[src/rtl/mem_lsu.sv]
// mem_lsu: rv32i memory-stage load/store unit acting as a handshaked bus master.
// Non-memory ops pass through in one cycle; aligned loads/stores run a bus
// cycle that ends on ack, err or timeout; misaligned accesses raise an
// exception without touching the bus.
//
// Optional feature macro: MEM_LSU_HALT_DETECT_EN (sticky halt_out on an
// acknowledged SW to HALT_ADDR). When undefined, halt_out is tied to 0.
//
// Ports:
//   clk_in, reset_n_in             clock, async active-low reset
//   req_valid_in / req_ready_out   accept handshake from exe_mem
//   mem_op_in, mem_addr_in, mem_data_in, reg_waddr_in, reg_wdata_in, reg_we_in
//                                  instruction fields from exe_mem
//   stall_out                      upstream freeze (~req_ready_out)
//   bus_*                          data-memory bus master
//   wb_valid_out, reg_w*_out       writeback pulse to mem_wb
//   exc_valid_out, exc_cause_out, exc_addr_out  exception pulse
//   halt_out                       sticky end-of-test flag
module mem_lsu #(
  parameter int unsigned           ADDR_WIDTH     = 32,
  parameter int unsigned           TIMEOUT_CYCLES = 16,
  parameter logic [ADDR_WIDTH-1:0] HALT_ADDR      = ADDR_WIDTH'(32'h0000_1000)
) (
  input  logic                  clk_in,
  input  logic                  reset_n_in,
  input  logic                  req_valid_in,
  output logic                  req_ready_out,
  input  logic [3:0]            mem_op_in,
  input  logic [ADDR_WIDTH-1:0] mem_addr_in,
  input  logic [31:0]           mem_data_in,
  input  logic [4:0]            reg_waddr_in,
  input  logic [31:0]           reg_wdata_in,
  input  logic                  reg_we_in,
  output logic                  stall_out,
  output logic                  bus_req_out,
  output logic                  bus_we_out,
  output logic [ADDR_WIDTH-1:0] bus_addr_out,
  output logic [31:0]           bus_wdata_out,
  output logic [3:0]            bus_be_out,
  input  logic                  bus_ack_in,
  input  logic                  bus_err_in,
  input  logic [31:0]           bus_rdata_in,
  output logic                  wb_valid_out,
  output logic [4:0]            reg_waddr_out,
  output logic [31:0]           reg_wdata_out,
  output logic                  reg_we_out,
  output logic                  exc_valid_out,
  output logic [1:0]            exc_cause_out,
  output logic [ADDR_WIDTH-1:0] exc_addr_out,
  output logic                  halt_out
);

  // Memory opcodes (shared encoding with the decoder defines)
  localparam logic [3:0] OP_LB  = 4'h1;
  localparam logic [3:0] OP_LH  = 4'h2;
  localparam logic [3:0] OP_LW  = 4'h3;
  localparam logic [3:0] OP_LBU = 4'h4;
  localparam logic [3:0] OP_LHU = 4'h5;
  localparam logic [3:0] OP_SB  = 4'h6;
  localparam logic [3:0] OP_SH  = 4'h7;
  localparam logic [3:0] OP_SW  = 4'h8;

  localparam int unsigned CNT_W = 8;
  localparam logic [CNT_W-1:0] CNT_LAST = CNT_W'(TIMEOUT_CYCLES - 1);

  localparam logic [1:0] CAUSE_LD_MIS = 2'd0;
  localparam logic [1:0] CAUSE_ST_MIS = 2'd1;
  localparam logic [1:0] CAUSE_BUSERR = 2'd2;
  localparam logic [1:0] CAUSE_TMO    = 2'd3;

  typedef enum logic {S_IDLE = 1'b0, S_BUS = 1'b1} state_t;

  state_t                r_state, w_state_nxt;
  logic [CNT_W-1:0]      r_cnt, w_cnt_nxt;
  logic [3:0]            r_op, w_op_nxt;
  logic [1:0]            r_off, w_off_nxt;
  logic [4:0]            r_waddr, w_waddr_nxt;
  logic                  r_we, w_we_nxt;
  logic [ADDR_WIDTH-1:0] r_addr, w_addr_nxt;

  logic                  r_ready, w_ready_nxt;
  logic                  r_stall, w_stall_nxt;
  logic                  r_bus_req, w_bus_req_nxt;
  logic                  r_bus_we, w_bus_we_nxt;
  logic [ADDR_WIDTH-1:0] r_bus_addr, w_bus_addr_nxt;
  logic [31:0]           r_bus_wdata, w_bus_wdata_nxt;
  logic [3:0]            r_bus_be, w_bus_be_nxt;
  logic                  r_wb_valid, w_wb_valid_nxt;
  logic [4:0]            r_reg_waddr, w_reg_waddr_nxt;
  logic [31:0]           r_reg_wdata, w_reg_wdata_nxt;
  logic                  r_reg_we, w_reg_we_nxt;
  logic                  r_exc_valid, w_exc_valid_nxt;
  logic [1:0]            r_exc_cause, w_exc_cause_nxt;
  logic [ADDR_WIDTH-1:0] r_exc_addr, w_exc_addr_nxt;

  // Opcode decode on the incoming instruction
  logic w_is_load, w_is_store, w_misaligned;
  always_comb begin
    w_is_load    = (mem_op_in == OP_LB) || (mem_op_in == OP_LH) || (mem_op_in == OP_LW) ||
                   (mem_op_in == OP_LBU) || (mem_op_in == OP_LHU);
    w_is_store   = (mem_op_in == OP_SB) || (mem_op_in == OP_SH) || (mem_op_in == OP_SW);
    w_misaligned = (((mem_op_in == OP_LH) || (mem_op_in == OP_LHU) || (mem_op_in == OP_SH))
                    && mem_addr_in[0]) ||
                   (((mem_op_in == OP_LW) || (mem_op_in == OP_SW)) && (mem_addr_in[1:0] != 2'b00));
  end

  // Load lane extraction from the returned word
  logic [31:0] w_shift, w_load_data;
  always_comb begin
    w_shift = bus_rdata_in >> {r_off, 3'b000};
    case (r_op)
      OP_LB:   w_load_data = {{24{w_shift[7]}}, w_shift[7:0]};
      OP_LBU:  w_load_data = {24'd0, w_shift[7:0]};
      OP_LH:   w_load_data = {{16{w_shift[15]}}, w_shift[15:0]};
      OP_LHU:  w_load_data = {16'd0, w_shift[15:0]};
      default: w_load_data = bus_rdata_in;
    endcase
  end

  logic w_r_is_load;
  assign w_r_is_load = (r_op == OP_LB) || (r_op == OP_LH) || (r_op == OP_LW) ||
                       (r_op == OP_LBU) || (r_op == OP_LHU);

  // Next-state and next-output logic
  always_comb begin
    w_state_nxt     = r_state;
    w_cnt_nxt       = r_cnt;
    w_op_nxt        = r_op;
    w_off_nxt       = r_off;
    w_waddr_nxt     = r_waddr;
    w_we_nxt        = r_we;
    w_addr_nxt      = r_addr;
    w_bus_req_nxt   = r_bus_req;
    w_bus_we_nxt    = r_bus_we;
    w_bus_addr_nxt  = r_bus_addr;
    w_bus_wdata_nxt = r_bus_wdata;
    w_bus_be_nxt    = r_bus_be;
    w_wb_valid_nxt  = 1'b0;
    w_reg_waddr_nxt = r_reg_waddr;
    w_reg_wdata_nxt = r_reg_wdata;
    w_reg_we_nxt    = r_reg_we;
    w_exc_valid_nxt = 1'b0;
    w_exc_cause_nxt = r_exc_cause;
    w_exc_addr_nxt  = r_exc_addr;

    case (r_state)
      S_IDLE: begin
        if (req_valid_in) begin
          if (!w_is_load && !w_is_store) begin
            w_wb_valid_nxt  = 1'b1;
            w_reg_waddr_nxt = reg_waddr_in;
            w_reg_wdata_nxt = reg_wdata_in;
            w_reg_we_nxt    = reg_we_in;
          end else if (w_misaligned) begin
            w_wb_valid_nxt  = 1'b1;
            w_reg_waddr_nxt = reg_waddr_in;
            w_reg_wdata_nxt = 32'd0;
            w_reg_we_nxt    = 1'b0;
            w_exc_valid_nxt = 1'b1;
            w_exc_cause_nxt = w_is_store ? CAUSE_ST_MIS : CAUSE_LD_MIS;
            w_exc_addr_nxt  = mem_addr_in;
          end else begin
            w_state_nxt    = S_BUS;
            w_cnt_nxt      = '0;
            w_op_nxt       = mem_op_in;
            w_off_nxt      = mem_addr_in[1:0];
            w_waddr_nxt    = reg_waddr_in;
            w_we_nxt       = reg_we_in;
            w_addr_nxt     = mem_addr_in;
            w_bus_req_nxt  = 1'b1;
            w_bus_we_nxt   = w_is_store;
            w_bus_addr_nxt = {mem_addr_in[ADDR_WIDTH-1:2], 2'b00};
            case (mem_op_in)
              OP_SB: begin
                w_bus_wdata_nxt = {4{mem_data_in[7:0]}};
                w_bus_be_nxt    = 4'b0001 << mem_addr_in[1:0];
              end
              OP_SH: begin
                w_bus_wdata_nxt = {2{mem_data_in[15:0]}};
                w_bus_be_nxt    = 4'b0011 << mem_addr_in[1:0];
              end
              OP_SW: begin
                w_bus_wdata_nxt = mem_data_in;
                w_bus_be_nxt    = 4'b1111;
              end
              default: begin
                w_bus_wdata_nxt = 32'd0;
                w_bus_be_nxt    = 4'b1111;
              end
            endcase
          end
        end
      end
      S_BUS: begin
        if (bus_err_in || bus_ack_in || (r_cnt == CNT_LAST)) begin
          w_state_nxt     = S_IDLE;
          w_bus_req_nxt   = 1'b0;
          w_wb_valid_nxt  = 1'b1;
          w_reg_waddr_nxt = r_waddr;
          w_reg_wdata_nxt = 32'd0;
          w_reg_we_nxt    = 1'b0;
          w_exc_addr_nxt  = r_addr;
          // err outranks ack, ack outranks timeout
          if (bus_err_in) begin
            w_exc_valid_nxt = 1'b1;
            w_exc_cause_nxt = CAUSE_BUSERR;
          end else if (bus_ack_in) begin
            if (w_r_is_load) begin
              w_reg_wdata_nxt = w_load_data;
              w_reg_we_nxt    = r_we;
            end
          end else begin
            w_exc_valid_nxt = 1'b1;
            w_exc_cause_nxt = CAUSE_TMO;
          end
        end else begin
          w_cnt_nxt = r_cnt + CNT_W'(1);
        end
      end
      default: w_state_nxt = S_IDLE;
    endcase

    w_ready_nxt = (w_state_nxt == S_IDLE);
    w_stall_nxt = ~w_ready_nxt;
  end

  // State and output registers
  always_ff @(posedge clk_in or negedge reset_n_in) begin
    if (!reset_n_in) begin
      r_state     <= S_IDLE;
      r_cnt       <= '0;
      r_op        <= 4'd0;
      r_off       <= 2'd0;
      r_waddr     <= 5'd0;
      r_we        <= 1'b0;
      r_addr      <= '0;
      r_ready     <= 1'b1;
      r_stall     <= 1'b0;
      r_bus_req   <= 1'b0;
      r_bus_we    <= 1'b0;
      r_bus_addr  <= '0;
      r_bus_wdata <= 32'd0;
      r_bus_be    <= 4'd0;
      r_wb_valid  <= 1'b0;
      r_reg_waddr <= 5'd0;
      r_reg_wdata <= 32'd0;
      r_reg_we    <= 1'b0;
      r_exc_valid <= 1'b0;
      r_exc_cause <= 2'd0;
      r_exc_addr  <= '0;
    end else begin
      r_state     <= w_state_nxt;
      r_cnt       <= w_cnt_nxt;
      r_op        <= w_op_nxt;
      r_off       <= w_off_nxt;
      r_waddr     <= w_waddr_nxt;
      r_we        <= w_we_nxt;
      r_addr      <= w_addr_nxt;
      r_ready     <= w_ready_nxt;
      r_stall     <= w_stall_nxt;
      r_bus_req   <= w_bus_req_nxt;
      r_bus_we    <= w_bus_we_nxt;
      r_bus_addr  <= w_bus_addr_nxt;
      r_bus_wdata <= w_bus_wdata_nxt;
      r_bus_be    <= w_bus_be_nxt;
      r_wb_valid  <= w_wb_valid_nxt;
      r_reg_waddr <= w_reg_waddr_nxt;
      r_reg_wdata <= w_reg_wdata_nxt;
      r_reg_we    <= w_reg_we_nxt;
      r_exc_valid <= w_exc_valid_nxt;
      r_exc_cause <= w_exc_cause_nxt;
      r_exc_addr  <= w_exc_addr_nxt;
    end
  end

`ifdef MEM_LSU_HALT_DETECT_EN
  // Sticky halt on an acknowledged (error-free) SW to HALT_ADDR
  logic r_halt;
  always_ff @(posedge clk_in or negedge reset_n_in) begin
    if (!reset_n_in) begin
      r_halt <= 1'b0;
    end else if ((r_state == S_BUS) && bus_ack_in && !bus_err_in &&
                 (r_op == OP_SW) && (r_addr == HALT_ADDR)) begin
      r_halt <= 1'b1;
    end
  end
  assign halt_out = r_halt;
`else
  logic [ADDR_WIDTH-1:0] w_unused_halt_addr;
  assign w_unused_halt_addr = HALT_ADDR;
  assign halt_out = 1'b0;
`endif

  assign req_ready_out = r_ready;
  assign stall_out     = r_stall;
  assign bus_req_out   = r_bus_req;
  assign bus_we_out    = r_bus_we;
  assign bus_addr_out  = r_bus_addr;
  assign bus_wdata_out = r_bus_wdata;
  assign bus_be_out    = r_bus_be;
  assign wb_valid_out  = r_wb_valid;
  assign reg_waddr_out = r_reg_waddr;
  assign reg_wdata_out = r_reg_wdata;
  assign reg_we_out    = r_reg_we;
  assign exc_valid_out = r_exc_valid;
  assign exc_cause_out = r_exc_cause;
  assign exc_addr_out  = r_exc_addr;

endmodule

[config.mk]
export PLATFORM = sky130hd
export DESIGN_NAME = mem_lsu
export DESIGN_NICKNAME = d
export VERILOG_FILES = /design/src/rtl/mem_lsu.sv
export SDC_FILE = /design/constraint.sdc
export NUM_CORES = 1
export LEC_CHECK = 0
export CAP_MARGIN = 15
export CORE_AREA = 4 4 173 175
export DETAILED_ROUTE_END_ITERATION = 10
export DIE_AREA = 0 0 177 179
export GPL_TIMING_DRIVEN = 0
export PLACE_DENSITY = 0.65
export SETUP_SLACK_MARGIN = 0.15
export SLEW_MARGIN = 20
export SYNTH_ARGS = -nofsm -noshare
export SYNTH_HDL_FRONTEND = slang
export SYNTH_SLANG_ARGS = --single-unit
export TNS_END_PERCENT = 30
[constraint.sdc]
create_clock -name clk_in -period 3.2 [get_ports clk_in]
set_input_delay 0.8 -clock clk_in [delete_from_list [all_inputs] [get_ports clk_in]]
set_output_delay 0.8 -clock clk_in [all_outputs]
set_load 0.005 [all_outputs]
==> flow_summary.json, run 1 <==
{
  "grt_pass1_vias": 7611,
  "final_cell_mix": "clkdlybuf4s50_1 (281), nand2_1 (191), dfrtp_1 (163)",
  "post-cts-setup-buffers": 0,
  "area_delta_synth_final_pct": 46.9,
  "fin_util_pct": 43.3,
  "die-area_sq_um": 31700,
  "die_w_um": 177,
  "cts_inserted_buffers": 17,
  "holdWs_ps": 334,
  "drt-wirelength-per-cell_um": 18.9,
  "vdd_ir_drop_max_mv": 0.306,
  "power_density_nw_per_um2": 609,
  "fin_skew_ps": 8.46,
  "hpwl_um": 22100,
  "tightest_slew_ps": 980,
  "place_ws_ps": -469,
  "cts.sinks": 164,
  "status": "complete, no violations",
  "ios": 290,
  "drive_gt1_share_pct": 19.8,
  "vias_per_cell": 4.75,
  "portBuffers": 282,
  "gp_congestion": 0.885,
  "cts_root_buffer": "clkbuf_16",
  "grt-ovfl-total": 0,
  "final_antenna_net_count": 0,
  "r2r_start": "r_addr[1]$_DFFE_PN0P_",
  "core_sq_um": 28500,
  "required_ps": 3470,
  "grt_pass1_wl_um": 44000,
  "cp-end-kind": "flop",
  "rsz0062_at_grt": "no",
  "fmax_mhz": 351,
  "worst_slack_ps": 349,
  "path_class": "input pin to flop",
  "grt.total_usage_pct": 18.0,
  "cts_hold_buffers": 0,
  "worstPathMaxFanout": 10,
  "hp-class": "input pin to async pin",
  "relSlewSlack_pct": 34.5,
  "synthArstFlopShare_pct": 100,
  "drtIter0Drc": 514,
  "synth_edf_count": 0,
  "crit_start": "mem_addr_in[1]",
  "yosysWarningCount": 0,
  "nNetsFinal": 1290,
  "drcViolationCount": 0,
  "cts_tree": "yes",
  "num_vias": 7327,
  "grt_max_degree": 88,
  "fillCellCount": 2815,
  "drt-total-wl_um": 29100,
  "cap_violations": 0,
  "final_common_cell": "clkdlybuf4s50_1",
  "period_share_pct": 89.1,
  "htree_levels": 4,
  "die-height_um": 179,
  "ys_ff_latch": 164,
  "syn_area_sq_um": 8400,
  "finalMaxSlewViolations": 0,
  "placed_cell_area_sq_um": 11700,
  "setup_viol_count_final": 0,
  "arrival_ps": 3120,
  "worstSkewPairLatency_ps": 420,
  "synth-main-ff-cell": "dfrtp_1",
  "avgSynthCellArea_sq_um": 9.98,
  "initial_utilization_pct": 29.5,
  "fin_area_sq_um": 12300,
  "rows": 62,
  "netlist_instances": 842,
  "dr.pass1.iters": 5,
  "r2r_end": "reg_wdata_out[25]$_DFFE_PN0P_",
  "cp-start-kind": "input pin",
  "ys_seq_area_share_pct": 48.9,
  "synth_cell_types": 60,
  "r2r_setup_slack_ps": 750,
  "n_antenna_cell": 0,
  "post-route-min-period_ps": 2850,
  "r2r_cells": 7,
  "hold_viol_final": 0,
  "cts.clk_slew.worst_paths_ps": 70,
  "clock_path_buffers": 2,
  "antenna_found_initial": 2,
  "leakagePower_nw": 5.33
}
[synthesized netlist by cell type (all sizes together) (3+ instances only)]
library cell	instances	area share (%)
nand3	13	0.77
a21oi	39	2.3
o211ai	7	0.63
o21ai	49	3.0
or2	17	1.3
mux2i	16	1.9
mux2	110	15
nand2b	4	0.30
xnor2	3	0.31
buf	60	4.9
nand2	192	8.6
nand3b	10	0.94
nor2	51	2.3
clkbuf	32	1.4
dfrtp	163	49
a22o	18	1.9
nor3	3	0.24
o221ai	8	0.83
a221oi	8	0.83
[sequential cells by signal (all words and copies together), names as in the netlist, 2 cells and up]
register and flops:
r_addr 31, r_waddr 5, exc_addr_out 32, r_op 4, bus_wdata_out 32, bus_be_out 4, exc_cause_out 2, r_cnt 8
reg_waddr_out 5, reg_wdata_out 32
[critical path: stages]
cell             delay (ps)
clkdlybuf4s50_1         580
nor2_1                  250
o41ai_2                 140
nor3_2                  630
clkbuf_1                540
a31oi_1                 170
[kinds of logic after synthesis]
| logic type | count (synthesis) | share of synthesized area (%) |
|---|---|---|
| and+or+nand+nor | 307 | 16.1 |
| DFF | 164 | 48.9 |
| AOI/OAI and AO/OA | 143 | 11.0 |
| muxes | 127 | 16.9 |
| buffers and inverters | 94 | 6.42 |
| xor gates and xnor gates | 5 | 0.521 |
| adders and majority gates | 1 | 0.149 |
| other | 1 | 0.0446 |
[worst max path at each step]
stage	end	slack, ps	cells past startpoint
3_5_place_dp	reg_wdata_out[25]$_DFFE_PN0P_	-470	7
5_1_grt	bus_wdata_out[0]$_DFFE_PN0P_	170	7
6_report	bus_be_out[3]$_DFFE_PN0P_	350	6
2_1_floorplan	exc_addr_out[0]$_DFFE_PN0P_	580	7
3_3_place_gp	reg_wdata_out[3]$_DFFE_PN0P_	-5840	1
4_1_cts	reg_wdata_out[6]$_DFFE_PN0P_	180	7
[timing repair]
action / 4_1_cts / 5_1_grt
resized for setup: 1 / 3
gates cloned: 0 / 0
setup endpoints to repair: 14 / 96
hold endpoints to repair: 0 / 0
[final cells by class]
class                           instances  area, sq um  area share [%]
Buffer                                 92          532            4.31
Clock buffer                           19          443            3.59
Clock inverter                         13          126            1.02
Inverter                                2         7.51          0.0609
Multi-Input combinational cell        586         3790            30.7
Sequential cell                       164         4110            33.3
Tap cell                              384          480            3.89
Timing Repair Buffer                  283         2860            23.1
[power by group]
part           internal [mW]  switching, mW
sequential              2.56          0.282
clock                   1.10          0.929
combinational           1.58           1.05
[through the flow]
stage | std cells | power [mW] | setup TNS (ps)
floorplan | 844 | 3.98 | 0
global placement | 1510 | 5.50 | -971230
detailed placement | 1511 | 5.53 | -21730
CTS | 1543 | 7.60 | 0
global route | 1543 | 7.94 | 0
finish | 1543 | 7.51 | 0
[metal layers]
layer / global-route usage (%) / vias to the layer above / part of all wire (%)
li1: - / 3467 / -
met4: 3.80 / 4 / 1.3
met3: 6.98 / 29 / 9.4
met1: 21.8 / 3573 / 41
met5: 0 / - / 0.093
met2: 30.5 / 254 / 48
No activity file was read; power rests on OpenSTA's default activity.
==> run 2, diff against run 1 <==
--- a/config.mk
+++ b/config.mk
@@ -10,6 +10,7 @@
 export DETAILED_ROUTE_END_ITERATION = 10
 export DIE_AREA = 0 0 177 179
 export GPL_TIMING_DRIVEN = 0
+export HOLD_SLACK_MARGIN = 0.1
 export PLACE_DENSITY = 0.65
 export SETUP_SLACK_MARGIN = 0.15
 export SLEW_MARGIN = 20
==> results of run 2 <==
No change in the layout: final DEF, timing and power equal those of run 1.
==> run 3, diff against run 2 <==
--- a/config.mk
+++ b/config.mk
@@ -12,7 +12,7 @@
 export GPL_TIMING_DRIVEN = 0
 export HOLD_SLACK_MARGIN = 0.1
 export PLACE_DENSITY = 0.65
-export SETUP_SLACK_MARGIN = 0.15
+export SETUP_SLACK_MARGIN = 0.05
 export SLEW_MARGIN = 20
 export SYNTH_ARGS = -nofsm -noshare
 export SYNTH_HDL_FRONTEND = slang
==> flow_summary.json, run 3 (synthesis results as in run 1) <==
{
  "cts_inserted_buffers": 17,
  "cap_violations": 0,
  "r2r_cells": 7,
  "cpPeakStageDelay_ps": 740,
  "leakagePower_nw": 5.33,
  "area_delta_synth_final_pct": 46.7,
  "fmax_mhz": 329,
  "grt.total_usage_pct": 18.0,
  "post-cts-setup-buffers": 0,
  "final_cell_mix": "clkdlybuf4s50_1 (281), nand2_1 (191), dfrtp_1 (163)",
  "n_antenna_cell": 0,
  "drt-total-wl_um": 29100,
  "cp-start-kind": "input pin",
  "finalMaxSlewViolations": 0,
  "drcViolationCount": 0,
  "grt_pass1_wl_um": 44000,
  "cts_tree": "yes",
  "seqCellArea_sq_um": 4110,
  "slowest_stage": "a21oi_1",
  "crit_chain": "clkdlybuf4s50_1, or4_4, a21oi_1, buf_2, nand2_1, o21ai_0, mux2_2",
  "nNetsFinal": 1290,
  "post-route-min-period_ps": 3040,
  "clock_path_buffers": 2,
  "num_vias": 7323,
  "initial_utilization_pct": 29.5,
  "cp-end-kind": "flop",
  "fin_tns_setup_ps": 0,
  "portBuffers": 282,
  "arrival_ps": 3410,
  "hpwl_um": 22100,
  "vdd_ir_drop_max_mv": 0.306,
  "grt-ovfl-total": 0,
  "rsz0062_at_grt": "yes",
  "relSlewSlack_pct": 34.7,
  "status": "complete, no violations",
  "core_sq_um": 28500,
  "tightest_slew_ps": 978,
  "die-height_um": 179,
  "htree_levels": 4,
  "required_ps": 3570,
  "power_density_nw_per_um2": 609,
  "dr.pass1.iters": 5,
  "setup_viol_count_final": 0,
  "drive_gt1_share_pct": 19.6,
  "period_share_pct": 94.9,
  "path_class": "input pin to flop",
  "drt-wirelength-per-cell_um": 18.9,
  "rows": 62,
  "final_common_cell": "clkdlybuf4s50_1",
  "gp_congestion": 0.885,
  "worstPathMaxFanout": 10,
  "place_inst": 1511,
  "r2r_setup_slack_ps": 750,
  "cp_top_family": "buffers and inverters",
  "grt_pass1_vias": 7611,
  "fillCellCount": 2816,
  "r2r_end": "reg_wdata_out[25]$_DFFE_PN0P_",
  "cts.sinks": 164,
  "die_w_um": 177,
  "holdWs_ps": 331,
  "multi_input_area_sq_um": 3780,
  "hp-class": "input pin to async pin",
  "ios": 290,
  "drtIter0Drc": 493,
  "hold_viol_final": 0,
  "grt_max_degree": 88,
  "critPathBufInv": 2,
  "cts_root_buffer": "clkbuf_16",
  "vias_per_cell": 4.75,
  "worstSkewPairLatency_ps": 430,
  "cts.clk_slew.worst_paths_ps": 70,
  "die-area_sq_um": 31700,
  "r2r_start": "r_addr[1]$_DFFE_PN0P_",
  "fin_skew_ps": 8.74,
  "final_antenna_net_count": 0,
  "antenna_found_initial": 2,
  "layout.cells.non_filler": 1543
}
## run 3: worst register-to-register path: cells and delay by family (launching register included)
kind	cells	cell delay, ps
AOI/OAI and AO/OA	3	830
muxes	2	640
buffers and inverters	2	520
DFF	1	330
## run 3: how the worst max path moves through the flow
stage	from	end	slack (ps)	depth (start not counted)
after floorplan	mem_op_in[2]	exc_addr_out[0]$_DFFE_PN0P_	580	7
after global placement	reset_n_in	reg_wdata_out[3]$_DFFE_PN0P_	-5840	1
after detailed placement	bus_ack_in	reg_wdata_out[25]$_DFFE_PN0P_	-470	7
after CTS	mem_op_in[3]	reg_wdata_out[6]$_DFFE_PN0P_	180	7
after global routing	mem_op_in[3]	reg_wdata_out[6]$_DFFE_PN0P_	40	7
final	mem_op_in[3]	reg_wdata_out[6]$_DFFE_PN0P_	160	7
## run 3: cell type report
| class | instances | share of cell area (%) |
|---|---|---|
| Timing Repair Buffer | 283 | 23.2 |
| Clock buffer | 19 | 3.59 |
| Multi-Input combinational cell | 586 | 30.6 |
| Inverter | 2 | 0.0609 |
| Buffer | 92 | 4.31 |
| Clock inverter | 13 | 1.03 |
| Tap cell | 384 | 3.90 |
| Sequential cell | 164 | 33.3 |
## run 3: layer usage
| metal | track usage [%] | share of wire [%] | vias to the layer above |
|---|---|---|---|
| met5 | 0 | 0.093 | - |
| met3 | 6.98 | 8.9 | 33 |
| met2 | 30.5 | 48 | 240 |
| li1 | - | - | 3467 |
| met1 | 21.8 | 42 | 3579 |
| met4 | 3.80 | 1.5 | 4 |
## run 3: metrics by stage
step / setup slack (ps) / util, % / cell area (sq um) / power (mW)
after CTS: 185 / 43.3 / 12300 / 7.60
after global placement: -5840 / 41.1 / 11700 / 5.50
final: 162 / 43.3 / 12300 / 7.51
after global routing: 37.3 / 43.3 / 12300 / 7.94
after floorplan: 575 / - / 8410 / 3.98
after detailed placement: -469 / 41.2 / 11700 / 5.53
## run 3: power breakdown
part           internal [mW]  leakage [nW]  switching [mW]
Sequential              2.56          2.07           0.282
Combinational           1.58          2.99            1.05
Clock                   1.10         0.267           0.931
Total                   5.25          5.33            2.26
## run 3: timing repair
item	CTS	global route
resized for setup	1	1
hold buffers	0	0
gates cloned	0	0
pin swaps	0	0
endpoints found under the setup margin	11	22
